File: src/rtl/mdu.sv
// Iterative MIPS-style HI/LO multiply/divide unit: result 33 cycles after start, done pulses on the next cycle.
// No backpressure: start/mthi/mtlo are dropped while busy. Divider is built only with MDU_DIV_EN defined.
module mdu #(
  parameter int W = 32
) (
  input  logic         clk,
  input  logic         rst_n,
  input  logic         start,
  input  logic [1:0]   op,
  input  logic [W-1:0] a,
  input  logic [W-1:0] b,
  input  logic         mthi,
  input  logic         mtlo,
  output logic [W-1:0] hi,
  output logic [W-1:0] lo,
  output logic         busy,
  output logic         done
);

  localparam int CW = $clog2(W);
  localparam logic [1:0] IDLE  = 2'd0;
  localparam logic [1:0] CALC  = 2'd1;
  localparam logic [1:0] FIXUP = 2'd2;

  logic [1:0]     state;
  logic [CW-1:0]  cnt;
  logic [W-1:0]   acc_hi;
  logic [W-1:0]   acc_lo;
  logic [W-1:0]   opnd;
  logic           neg_q;
  logic           accept;
  logic           sgn;
  logic [W-1:0]   a_mag;
  logic [W-1:0]   b_mag;
  logic [W:0]     madd;
  logic [W-1:0]   it_hi;
  logic [W-1:0]   it_lo;
  logic [2*W-1:0] prod;
  logic [W-1:0]   fx_hi;
  logic [W-1:0]   fx_lo;

`ifdef MDU_DIV_EN
  logic           is_div;
  logic           neg_r;
  logic           div0;
  logic [W:0]     shifted;
  logic [W-1:0]   rem_sub;
  logic [W-1:0]   q_fix;
  logic [W-1:0]   r_fix;
`endif

  assign busy  = (state != IDLE);
  assign sgn   = ~op[0];
  assign a_mag = (sgn && a[W-1]) ? -a : a;
  assign b_mag = (sgn && b[W-1]) ? -b : b;

`ifdef MDU_DIV_EN
  assign accept = (state == IDLE) && start;
`else
  assign accept = (state == IDLE) && start && !op[1];
`endif

  // acc_lo holds the multiplier (shifted out LSB first) or the dividend (shifted out MSB first)
  always_comb begin
    madd  = {1'b0, acc_hi} + (acc_lo[0] ? {1'b0, opnd} : '0);
    it_hi = madd[W:1];
    it_lo = {madd[0], acc_lo[W-1:1]};
`ifdef MDU_DIV_EN
    shifted = {acc_hi, acc_lo[W-1]};
    // partial remainder stays below the divisor, so the difference fits in W bits
    rem_sub = shifted[W-1:0] - opnd;
    if (is_div) begin
      if (shifted >= {1'b0, opnd}) begin
        it_hi = rem_sub;
        it_lo = {acc_lo[W-2:0], 1'b1};
      end else begin
        it_hi = shifted[W-1:0];
        it_lo = {acc_lo[W-2:0], 1'b0};
      end
    end
`endif
  end

  always_comb begin
    prod  = neg_q ? -{acc_hi, acc_lo} : {acc_hi, acc_lo};
    fx_hi = prod[2*W-1:W];
    fx_lo = prod[W-1:0];
`ifdef MDU_DIV_EN
    // divide by zero naturally leaves |a| as remainder; only the quotient needs forcing
    q_fix = div0 ? '1 : (neg_q ? -acc_lo : acc_lo);
    r_fix = neg_r ? -acc_hi : acc_hi;
    if (is_div) begin
      fx_hi = r_fix;
      fx_lo = q_fix;
    end
`endif
  end

  always_ff @(posedge clk or negedge rst_n) begin
    if (!rst_n) begin
      state  <= IDLE;
      cnt    <= '0;
      acc_hi <= '0;
      acc_lo <= '0;
      opnd   <= '0;
      neg_q  <= 1'b0;
      hi     <= '0;
      lo     <= '0;
      done   <= 1'b0;
`ifdef MDU_DIV_EN
      is_div <= 1'b0;
      neg_r  <= 1'b0;
      div0   <= 1'b0;
`endif
    end else begin
      done <= 1'b0;
      case (state)
        IDLE: begin
          if (accept) begin
            state  <= CALC;
            cnt    <= '0;
            acc_hi <= '0;
            acc_lo <= b_mag;
            opnd   <= a_mag;
            neg_q  <= sgn & (a[W-1] ^ b[W-1]);
`ifdef MDU_DIV_EN
            is_div <= op[1];
            neg_r  <= sgn & a[W-1];
            div0   <= (b == '0);
            if (op[1]) begin
              acc_lo <= a_mag;
              opnd   <= b_mag;
            end
`endif
          end else begin
            if (mthi) hi <= a;
            if (mtlo) lo <= a;
          end
        end
        CALC: begin
          acc_hi <= it_hi;
          acc_lo <= it_lo;
          cnt    <= cnt + 1'b1;
          if (cnt == CW'(W-1)) state <= FIXUP;
        end
        FIXUP: begin
          hi    <= fx_hi;
          lo    <= fx_lo;
          done  <= 1'b1;
          state <= IDLE;
        end
        default: state <= IDLE;
      endcase
    end
  end

endmodule

File: config.mk
export PLATFORM = sky130hd
export DESIGN_NAME = mdu
export DESIGN_NICKNAME = d
export VERILOG_FILES = /design/src/rtl/mdu.sv
export SDC_FILE = /design/constraint.sdc
export NUM_CORES = 1
export LEC_CHECK = 0
export ABC_AREA = 1
export BUFFER_PORTS_ARGS = -buffer_cell sky130_fd_sc_hd__buf_2
export CAP_MARGIN = 30
export CORE_MARGIN = 5
export CORE_UTILIZATION = 41
export DETAILED_ROUTE_END_ITERATION = 12
export PLACE_DENSITY = 0.66
export SYNTH_ARGS = -nofsm -noshare
export SYNTH_HDL_FRONTEND = slang
export SYNTH_SLANG_ARGS = --single-unit
File: constraint.sdc
create_clock -name clk -period 2.9 [get_ports clk]
set_input_delay 0.145 -clock clk [delete_from_list [all_inputs] [get_ports clk]]
set_output_delay 0.145 -clock clk [all_outputs]
set_load 0.1 [all_outputs]
==> results of run 1 <==
sequential cells by signal, indices dropped and copies added (netlist names):
| register | flops |
|---|---|
| acc_hi | 32 |
| cnt | 5 |
| done | 1 |
| acc_lo | 32 |
| state | 2 |
| hi | 32 |
| lo | 32 |
| opnd | 32 |
| neg_q | 1 |
repair_timing:
action                                  in CTS  in global routing
hold endpoints to repair                    86                  0
gates resized for setup                      0                  0
hold buffers                                15                  0
endpoints found under the setup margin       0                  0
kinds of logic (layout without fill, tap and decap cells):
logic type | Yosys count | count (layout) | synth area share [%]
XOR/XNOR | 33 | 33 | 2.189
buffers and inverters | 347 | 498 | 9.978
flip-flops | 169 | 169 | 32.03
AND/OR/NAND/NOR | 1215 | 1215 | 37.64
AO/OA/AOI/OAI | 330 | 330 | 14.51
adder cells (fa/ha/maj) | 38 | 38 | 3.658
critical path, stage by stage, from the launching register on:
cell,delay [ns]
dfrtp_1,0.52
nand2_1,0.14
inv_1,0.08
ha_1,0.16
inv_1,0.06
fa_1,0.40
inv_1,0.07
nand3_1,0.06
nand2_1,0.15
nand2_1,0.09
nand2_1,0.13
nand2_1,0.07
nand2_1,0.17
nand3_1,0.12
nand2_1,0.08
nand2_1,0.05
nand3_1,0.07
nand2_1,0.05
per-layer routing:
metal	GRT usage (%)	vias to the layer above
met4	13.80	0
met3	4.664	122
met1	37.58	6985
li1	-	7123
met5	0	-
met2	50.40	613
power groups by stage:
| stage | Clock [mW] | Sequential [mW] | Combinational (mW) |
|---|---|---|---|
| global placement | 0 | 4.98 | 11.2 |
| CTS | 2.50 | 4.93 | 11.4 |
| detailed placement | 0 | 4.96 | 11.3 |
| floorplan | 0 | 7.34 | 5.69 |
| finish | 2.49 | 4.97 | 11.5 |
| global route | 2.60 | 5.04 | 12.5 |
layout by cell type, fill, tap and decap left out, types with 4 or more instances in the layout:
cell type | synthesis | layout
dlygate4sd3_1 | 0 | 15
o21bai_1 | 13 | 13
nor2_1 | 341 | 338
or2_2 | 4 | 4
o22ai_1 | 19 | 19
nand4_1 | 21 | 21
nand2_1 | 617 | 617
nand3_1 | 194 | 194
nand3b_1 | 8 | 8
o21ai_0 | 126 | 126
a21oi_1 | 87 | 87
xor2_1 | 28 | 28
a21boi_0 | 21 | 21
a22oi_1 | 8 | 8
ha_1 | 37 | 37
dfrtp_1 | 169 | 168
o221ai_1 | 12 | 12
clkinv_8 | 0 | 7
nor3_1 | 18 | 18
a31oi_1 | 21 | 21
xnor2_1 | 5 | 5
inv_1 | 279 | 278
buf_2 | 12 | 135
buf_4 | 0 | 32
clkbuf_16 | 0 | 17
o211ai_1 | 7 | 7
final cells by class:
type	count	area (um2)
clock buffer	17	425.4
clock inverter	15	209.0
fill	3332	16410
inverter	281	1055
multi-input combinational	1616	7685
sequential	169	4230
tap	402	503.0
timing repair buffer	185	1117
stage by stage:
stage / setup WS (ns) / power, mW / area [um2]
CTS: 0.3809 / 18.80 / 15220
global route: 0.1562 / 20.14 / 15220
floorplan: 0.4976 / 13.03 / 13200
finish: 0.3199 / 18.91 / 15220
global placement: 0.4774 / 16.18 / 14440
detailed placement: 0.4189 / 16.26 / 14440
path summary, 6_finish.rpt:
kind | slack, ns | end | cells past startpoint | from
hold / removal | 0.009 | opnd[18]$_DFFE_PN0P_ | 3 | a[18]
min in group asynchronous | 0.24 | acc_hi[26]$_DFFE_PN0P_ | 2 | rst_n
max in group asynchronous | 1.78 | lo[31]$_DFFE_PN0P_ | 3 | rst_n
setup / recovery | 0.32 | acc_hi[25]$_DFFE_PN0P_ | 17 | acc_lo[0]$_DFFE_PN0P_
hold reg to reg | 0.47 | cnt[3]$_DFFE_PN0P_ | 1 | cnt[3]$_DFFE_PN0P_
setup reg to reg | 0.32 | acc_hi[25]$_DFFE_PN0P_ | 17 | acc_lo[0]$_DFFE_PN0P_
==> reports/metrics.yaml, run 1 <==
pwr:
  comb_power_share_pct: 60.6
  clockPowerShare_pct: 13.2
  vdd_drop_max_uv: 861.6
  seqPwrFrac_pct: 26.3
  p_sw_mw: 11.29
  netSwitchingFraction_pct: 59.73
  p_int_mw: 7.616
  p_leak_nw: 7.747
  power_density_nw_per_um2: 1242
routing:
  finalWirelength_um: 54390
  first_pass_iters: 8
  via_per_inst: 5.528
  drc: 0
  dr.first_iter.drc_count: 1431
  wl_met1_um: 22160
  avgRoutedWirePerCell_um: 20.26
  ant_nets: 0
  wl_met2_um: 25600
  top_layer: "met4"
  vias: 14840
  met3_length_um: 3741
finish:
  final_cells: 2685
  drive_gt1_share_pct: 9.724
  area_delta_synth_final_pct: 15.30
  final_nets: 2379
  n_antenna_cell: 0
  final_util_pct: 48.12
place:
  place_congestion: 1.045
  dpl.cell_count: 2638
  portBuffers: 136
  hpwl_um: 43780
sta:
  fin_setup_tns_ns: 0
  maxSlewViolCount: 0
  holdWs_ns: 0.009211
  worst-slew-pin-transition_ns: 0.8706
  fin_crit_ns: 2.580
  setup_violations: 0
  fin_crit_sh_pct: 88.97
  rsz0062_at_grt: "false"
  fin_worst_skew_ns: 0.02587
  max_freq_mhz: 387.6
  hold_viol_final: 0
  timing.slew.headroom_pct: 41.96
logic_synthesis:
  synth.distinct_cells: 42
  ys_warn_count: 0
  synthTopCellsByArea: "dfrtp_1 32%, nand2_1 18%, nor2_1 9.7%, inv_1 7.9%, nand3_1 7.4%"
  synthFlopType: "dfrtp_1"
  syn-cell-area_um2: 13200
  async_flop_share_pct: 100.0
  synth_nets: 2241
  synth_edf_count: 0
  syn_area_per_cell_um2: 6.193
  yosys.area.top_type: "dfrtp_1"
  synth_seq_area_share_pct: 32.03
  synthTopCellsByCount: "617 x nand2_1, 341 x nor2_1, 279 x inv_1"
  yosysMostFrequentCell: "nand2_1"
  synthCells: 2132
  synth_seq_cells: 169
  synth_top_area_share_pct: 32.03
cts:
  cts_buffers: 17
  clk_latency_ns: 0.48
  clockRootBuffer: "clkbuf_16"
  cts_sinks: 169
  post_cts_buffers: 0
  clk_path_buf_depth: 2
  cts_tree: "done"
  clkTransAtPathRegs_ns: 0.10
  htreeDepth: 4
global_route:
  antenna_found_initial: 0
  grt-ovfl-total: 0
  grt_pass1_vias: 14320
  grtUsageTotal_pct: 29.84
  grt_start_max_net_pins: 80
  grt_first_pass_wirelength_um: 82730
floorplan:
  die_h_um: 189.5
  start_util_pct: 41.74
  io_pins: 137
  dieArea_um2: 35890
  core_area_um2: 31640
  rows: 65
  die_w_um: 189.5
run_status:
  status: "completed"
min_path:
  worstHoldPathType: "in -> reg"
job:
  drv_cap: 0
setup_path:
  worstSetupStartpointType: "flop"
  cp_data_arrival_time_ns: 2.94
  cp.required_ns: 3.26
  end_kind: "flop"
  cp_max_fo: 6
  path_class: "reg -> reg"
Power figures use the tool's default switching activity.
==> run 2: changes to the inputs <==
--- a/config.mk
+++ b/config.mk
@@ -5,13 +5,12 @@
 export SDC_FILE = /design/constraint.sdc
 export NUM_CORES = 1
 export LEC_CHECK = 0
-export ABC_AREA = 1
 export BUFFER_PORTS_ARGS = -buffer_cell sky130_fd_sc_hd__buf_2
 export CAP_MARGIN = 30
 export CORE_MARGIN = 5
 export CORE_UTILIZATION = 41
 export DETAILED_ROUTE_END_ITERATION = 12
-export PLACE_DENSITY = 0.66
+export PLACE_DENSITY = 0.67
 export SYNTH_ARGS = -nofsm -noshare
 export SYNTH_HDL_FRONTEND = slang
 export SYNTH_SLANG_ARGS = --single-unit
==> run 2 against run 1 <==
  * Sequential power fell by 6.2%
  * Register-to-register slack got worse by 0.25 ns
  * Worst setup slack got worse by 0.25 ns
  * Largest cell class unchanged
  * First-iteration DRC count fell by 20%
  * Critical path depth fell by 9
  * Core utilization rose by 1.4 points
  * Via count fell by 26%
  * Count of clock-buffer cells in the layout did not move
  * Cell count fell by 30%
  * Clock power fell by 2%
==> reports/metrics.yaml, run 2 <==
routing:
  vias: 10970
  first_pass_iters: 8
  drc: 0
  dr.first_iter.drc_count: 1143
  avgRoutedWirePerCell_um: 19.99
  finalWirelength_um: 37740
  via_per_inst: 5.811
  ant_nets: 0
setup_path:
  cp.required_ns: 3.19
  critPathTopFamily: "simple AND/OR/NAND/NOR gates"
  cp_max_fo: 4
  path_class: "reg -> reg"
  worstSetupStartpointType: "flop"
  cp_data_arrival_time_ns: 3.12
  slowest_stage: "or4_4"
  slowest_delay_ns: 0.59
  rr_worst_depth: 8
  crit_buf_inv: 1
  end_kind: "flop"
  r2r_end: "hi[26]$_DFFE_PN0P_"
  crit_chain: "or4_4, or4_1, nor4_1, buf_4, nand3_1, o31ai_1, xor2_1, o21ai_0"
  r2r_start: "acc_hi[17]$_DFFE_PN0P_"
  worst-r2r-setup-slack_ns: 0.07
finish:
  final_util_pct: 49.57
  layout_commonest_cell: "dfrtp_1"
  final_nets: 1606
  drive_gt1_share_pct: 19.35
  final_cell_mix: "167 x dfrtp_1, 166 x o21ai_0, 142 x nand2_1, 135 x buf_2, 109 x nor2_1"
  area_delta_synth_final_pct: 20.31
logic_synthesis:
  ys_warn_count: 0
  synth_edf_count: 0
  synth.distinct_cells: 64
  synth_top_area_share_pct: 37.16
  synth_nets: 1450
  synth_seq_area_share_pct: 37.16
  yosys.area.top_type: "dfrtp_1"
  synthTopCellsByArea: "dfrtp_1 37%, o21ai_0 7.4%, xor2_1 6.5%, nand2_1 4.7%, xnor2_1 4.2%"
  syn-cell-area_um2: 11380
  synth_seq_cells: 169
  syn_area_per_cell_um2: 8.488
  synthCells: 1341
  async_flop_share_pct: 100.0
  synthTopCellsByCount: "169 x dfrtp_1, 169 x o21ai_0, 142 x nand2_1"
  synthFlopType: "dfrtp_1"
sta:
  worst-slew-pin-transition_ns: 0.9987
  fin_crit_sh_pct: 97.57
  setup_violations: 0
  fin_worst_skew_ns: 0.01139
  rsz0062_at_grt: "true"
  hold_viol_final: 0
  max_freq_mhz: 353.4
  fin_crit_ns: 2.829
  timing.slew.headroom_pct: 33.42
  maxSlewViolCount: 0
job:
  drv_cap: 0
global_route:
  grt_first_pass_wirelength_um: 59020
  grt_pass1_vias: 10440
  antenna_found_initial: 1
  grt_start_max_net_pins: 107
  grtUsageTotal_pct: 23.78
  grt-ovfl-total: 0
min_path:
  hold_start: "b[14]"
  worstHoldPathType: "in -> reg"
  whs_endpoint: "acc_lo[14]$_DFFE_PN0P_"
  whs_path_depth: 3
cts:
  cts_buffers: 17
  cts_sinks: 169
  clk_path_buf_depth: 2
  htreeDepth: 4
  clk_latency_ns: 0.43
  clkTransAtPathRegs_ns: 0.07
  cts_tree: "done"
  clockRootBuffer: "clkbuf_16"
floorplan:
  io_pins: 137
  die_w_um: 176.6
  rows: 61
  core_area_um2: 27630
  start_util_pct: 41.20
  die_h_um: 176.6
  dieArea_um2: 31190
pwr:
  p_total_mw: 17.73
  vdd_drop_max_uv: 1029
  power_density_nw_per_um2: 1295
  p_leak_nw: 5.985
place:
  portBuffers: 136
  hpwl_um: 28740
  place_congestion: 0.9405
run_status:
  status: "completed"
run 2: changes by cell type after synthesis, sizes merged, moves of 26 or more:
cell    change
xnor2      +50
xor2       +57
nor2      -232
and2       +32
clkbuf     +28
o21ai      +38
a22oi      +35
nand3     -166
a21o       +26
inv       -262
o31ai      +31
nand2     -474
run 2: cell families (layout without fill, tap and decap cells):
logic type,Yosys count,in the layout,share of synthesized area [%]
and+or+nand+nor,446,446,19.06
AOI/OAI and AO/OA,440,440,24.74
DFF,169,169,37.16
xor gates and xnor gates,140,140,10.77
buffers and inverters,100,268,3.298
adders and majority gates,38,38,4.243
muxes,8,8,0.7255
other,0,1,0
run 2: how the worst max path moves through the flow:
stage / start / endpoint / slack (ns) / cells after the start
CTS: acc_lo[11]$_DFFE_PN0P_ / hi[23]$_DFFE_PN0P_ / 0.04 / 7
finish: acc_hi[17]$_DFFE_PN0P_ / hi[26]$_DFFE_PN0P_ / 0.07 / 8
detailed placement: acc_lo[27]$_DFFE_PN0P_ / hi[20]$_DFFE_PN0P_ / 0.006 / 7
global placement: acc_lo[16]$_DFFE_PN0P_ / hi[10]$_DFFE_PN0P_ / 0.08 / 8
global route: acc_lo[0]$_DFFE_PN0P_ / acc_hi[21]$_DFFE_PN0P_ / -0.01 / 11
floorplan: acc_lo[0]$_DFFE_PN0P_ / acc_hi[22]$_DFFE_PN0P_ / 0.06 / 11
run 2: power breakdown:
part	internal, mW	switching [mW]
logic	3.21	7.41
clock network	1.38	1.06
registers	3.51	1.15
total	8.10	9.63
run 2: cell type report:
class | instances | area [um2]
inverter | 19 | 71.32
tap | 378 | 473.0
clock inverter | 14 | 182.7
timing repair buffer | 218 | 1413
antenna | 1 | 2.502
multi-input combinational | 1072 | 6895
sequential | 169 | 4232
clock buffer | 17 | 425.4
fill | 2655 | 13930
run 2: routing by layer:
metal  vias up  track usage (%)  share of wire, %
li1       5177                -                 -
met1      5330            34.42                45
met2       422            37.33                46
met3        42            3.845               7.3
met4         0            6.028               1.7
met5         -                0                 0
run 2: stage by stage:
step / hold WS, ns / instances / instance area (um2) / TNS, ns / worst slack, ns
2_1_floorplan: -0.1506 / 1341 / 11380 / 0 / 0.06065
3_3_place_gp: 0.2786 / 1848 / 12920 / 0 / 0.07823
3_5_place_dp: 0.2825 / 1848 / 12920 / 0 / 0.005995
4_1_cts: 0.004148 / 1883 / 13570 / 0 / 0.03592
5_1_grt: 0.03211 / 1888 / 13690 / -0.01402 / -0.01402
6_report: 0.02224 / 1888 / 13690 / 0 / 0.07058
run 2: timing repair:
item | CTS | global route
gates resized for setup | 1 | 23
setup buffers | 0 | 4
cloned | 0 | 0
pin swaps | 0 | 8
endpoints found under the hold margin | 83 | 0
hold buffers | 4 | 0
endpoints found under the setup margin | 1 | 28
run 2: tightest hold or removal path: cells and delay by family:
family	cells	cell delay (ns)
XOR/XNOR	1	0.11
buffers and inverters	1	0.10
AO/OA/AOI/OAI	1	0.06
==> run 3: changes to the inputs <==
--- a/config.mk
+++ b/config.mk
@@ -9,7 +9,9 @@
 export CAP_MARGIN = 30
 export CORE_MARGIN = 5
 export CORE_UTILIZATION = 41
+export CTS_BUF_LIST = sky130_fd_sc_hd__clkbuf_2 sky130_fd_sc_hd__clkbuf_4 sky130_fd_sc_hd__clkbuf_8
 export DETAILED_ROUTE_END_ITERATION = 12
+export MAX_ROUTING_LAYER = met4
 export PLACE_DENSITY = 0.67
 export SYNTH_ARGS = -nofsm -noshare
 export SYNTH_HDL_FRONTEND = slang
==> run 3 against run 2 <==
  * Global-route usage grew 0.95 points
  * Cell count grew 1.3%
  * Clock skew grew 0.0014 ns
  * Wire length grew 1.1%
  * Core utilization grew 0.095 points
  * Sequential cell count is the same
  * Die area is the same
  * Maximum frequency shrank 0.64%
  * First-iteration DRC count grew 17%
  * Largest power group unchanged
==> reports/metrics.yaml, run 3 (synthesis gave the netlist of run 2 again) <==
setup_path:
  worst-r2r-setup-slack_ns: 0.05
  crit_buf_inv: 0
  path_class: "reg -> reg"
  setup.worst_path.start: "acc_lo[10]$_DFFE_PN0P_"
  slowest_stage: "or4_4"
  end_kind: "flop"
  cp_max_fo: 5
  rr_worst_depth: 7
  cp.required_ns: 3.28
  slowest_delay_ns: 0.58
  worstSetupStartpointType: "flop"
  cp_data_arrival_time_ns: 3.22
  crit_path_frequent_cell: "or4_4"
  r2r_start: "acc_lo[10]$_DFFE_PN0P_"
  critPathTopFamily: "simple AND/OR/NAND/NOR gates"
  r2r_end: "hi[11]$_DFFE_PN0P_"
  crit_chain: "or4_4, or4_4, nor3_4, nand3_2, o41ai_2, xor2_1, a221oi_1"
finish:
  final_area_um2: 13720
  drive_gt1_share_pct: 19.18
  final_cell_mix: "168 x dfrtp_1, 166 x o21ai_0, 142 x nand2_1, 135 x buf_2, 108 x nor2_1"
  final_nets: 1630
  layout_commonest_cell: "dfrtp_1"
  area_delta_synth_final_pct: 20.55
routing:
  finalWirelength_um: 38150
  dr.first_iter.drc_count: 1335
  via_per_inst: 5.848
  ant_nets: 0
  vias: 11180
  drc: 0
  avgRoutedWirePerCell_um: 19.95
  first_pass_iters: 5
cts:
  clkTransAtPathRegs_ns: 0.10
  cts_tree: "done"
  cts_sinks: 169
  clk_latency_ns: 0.47
  htreeDepth: 4
  clockRootBuffer: "clkbuf_8"
  cts_buffers: 17
  clk_path_buf_depth: 2
sta:
  fin_crit_sh_pct: 98.19
  maxSlewViolCount: 0
  rsz0062_at_grt: "true"
  worst-slew-pin-transition_ns: 0.8963
  setup_violations: 0
  fin_crit_ns: 2.848
  fin_setup_tns_ns: 0
  max_freq_mhz: 351.2
  timing.slew.headroom_pct: 40.12
  hold_viol_final: 0
  fin_worst_skew_ns: 0.01280
min_path:
  whs_endpoint: "acc_lo[4]$_DFFE_PN0P_"
  worstHoldPathType: "in -> reg"
  whs_path_depth: 3
  hold_start: "b[4]"
place:
  place_congestion: 0.9527
  hpwl_um: 28960
  post_dp_cell_area_um2: 12920
  portBuffers: 136
pwr:
  netSwitchingFraction_pct: 55.63
  p_sw_mw: 9.565
  p_int_mw: 7.629
  vdd_drop_max_uv: 1095
  p_leak_nw: 6.004
  comb_power_share_pct: 62.0
  seqPwrFrac_pct: 27.0
  power_density_nw_per_um2: 1253
  clockPowerShare_pct: 11.0
global_route:
  antenna_found_initial: 1
  grt-ovfl-total: 0
  grtUsageTotal_pct: 24.73
  grt_pass1_vias: 10500
  grt_first_pass_wirelength_um: 59320
  grt_start_max_net_pins: 107
floorplan:
  dieArea_um2: 31190
  die_w_um: 176.6
  core_area_um2: 27630
  die_h_um: 176.6
  rows: 61
  start_util_pct: 41.20
  io_pins: 137
run_status:
  status: "completed"
job:
  drv_cap: 0
==> run 3: worst register-to-register path: stages, from the launching register on <==
cell	delay (ns)
dfrtp_1	0.39
or4_4	0.56
or4_4	0.58
nor3_4	0.36
nand3_2	0.21
o41ai_2	0.29
xor2_1	0.12
a221oi_1	0.24
==> run 3: layout make-up <==
type	instances	area (um2)
diodes	1	2.502
clock buffers	18	247.7
clock inverters	13	181.4
fillers	2692	13910
inverters	19	71.32
multi-input cells	1072	6899
flip-flops and latches	169	4230
well taps	378	473.0
repair buffers	242	1615
==> run 3: power by group through the flow <==
stage	registers [mW]	logic [mW]	clock network, mW
final	4.64	10.7	1.89
after global placement	4.62	10.3	0
after floorplan	7.37	4.64	0
after global routing	4.76	11.5	2.01
after CTS	4.61	10.5	1.91
after detailed placement	4.63	10.4	0
==> run 3: through the flow <==
stage               instances  worst slack (ns)  util, %  power [mW]  hold WS (ns)
floorplan                1341           0.06065        -       12.02       -0.1506
global placement         1852           0.04669    46.72       14.90        0.2537
detailed placement       1853           0.07115    46.78       15.05        0.2570
CTS                      1909           0.03348    49.23       16.99     0.0001836
global route             1912           -0.1179    49.66       18.24      0.005597
finish                   1912           0.05247    49.66       17.19       0.01427
==> run 3: worst max path at each step <==
stage	end	cells after the start	slack [ns]
floorplan	acc_hi[22]$_DFFE_PN0P_	11	0.06
global placement	hi[30]$_DFFE_PN0P_	8	0.05
detailed placement	acc_hi[22]$_DFFE_PN0P_	11	0.07
CTS	acc_hi[30]$_DFFE_PN0P_	11	0.03
global route	acc_hi[30]$_DFFE_PN0P_	11	-0.12
finish	hi[11]$_DFFE_PN0P_	7	0.05
==> run 3: repair_timing <==
action                                 in CTS  in global routing
hold buffers                               25                  0
endpoints found under the hold margin     104                  0
setup endpoints to repair                   0                 26
resized for setup                           0                 23
buffers inserted                            0                  2
==> run 3: routing by layer <==
metal	track usage [%]	routed length (um)
met1	35.47	16860
met2	36.32	17150
met3	3.653	3100
met4	7.608	1044
met5	-	0
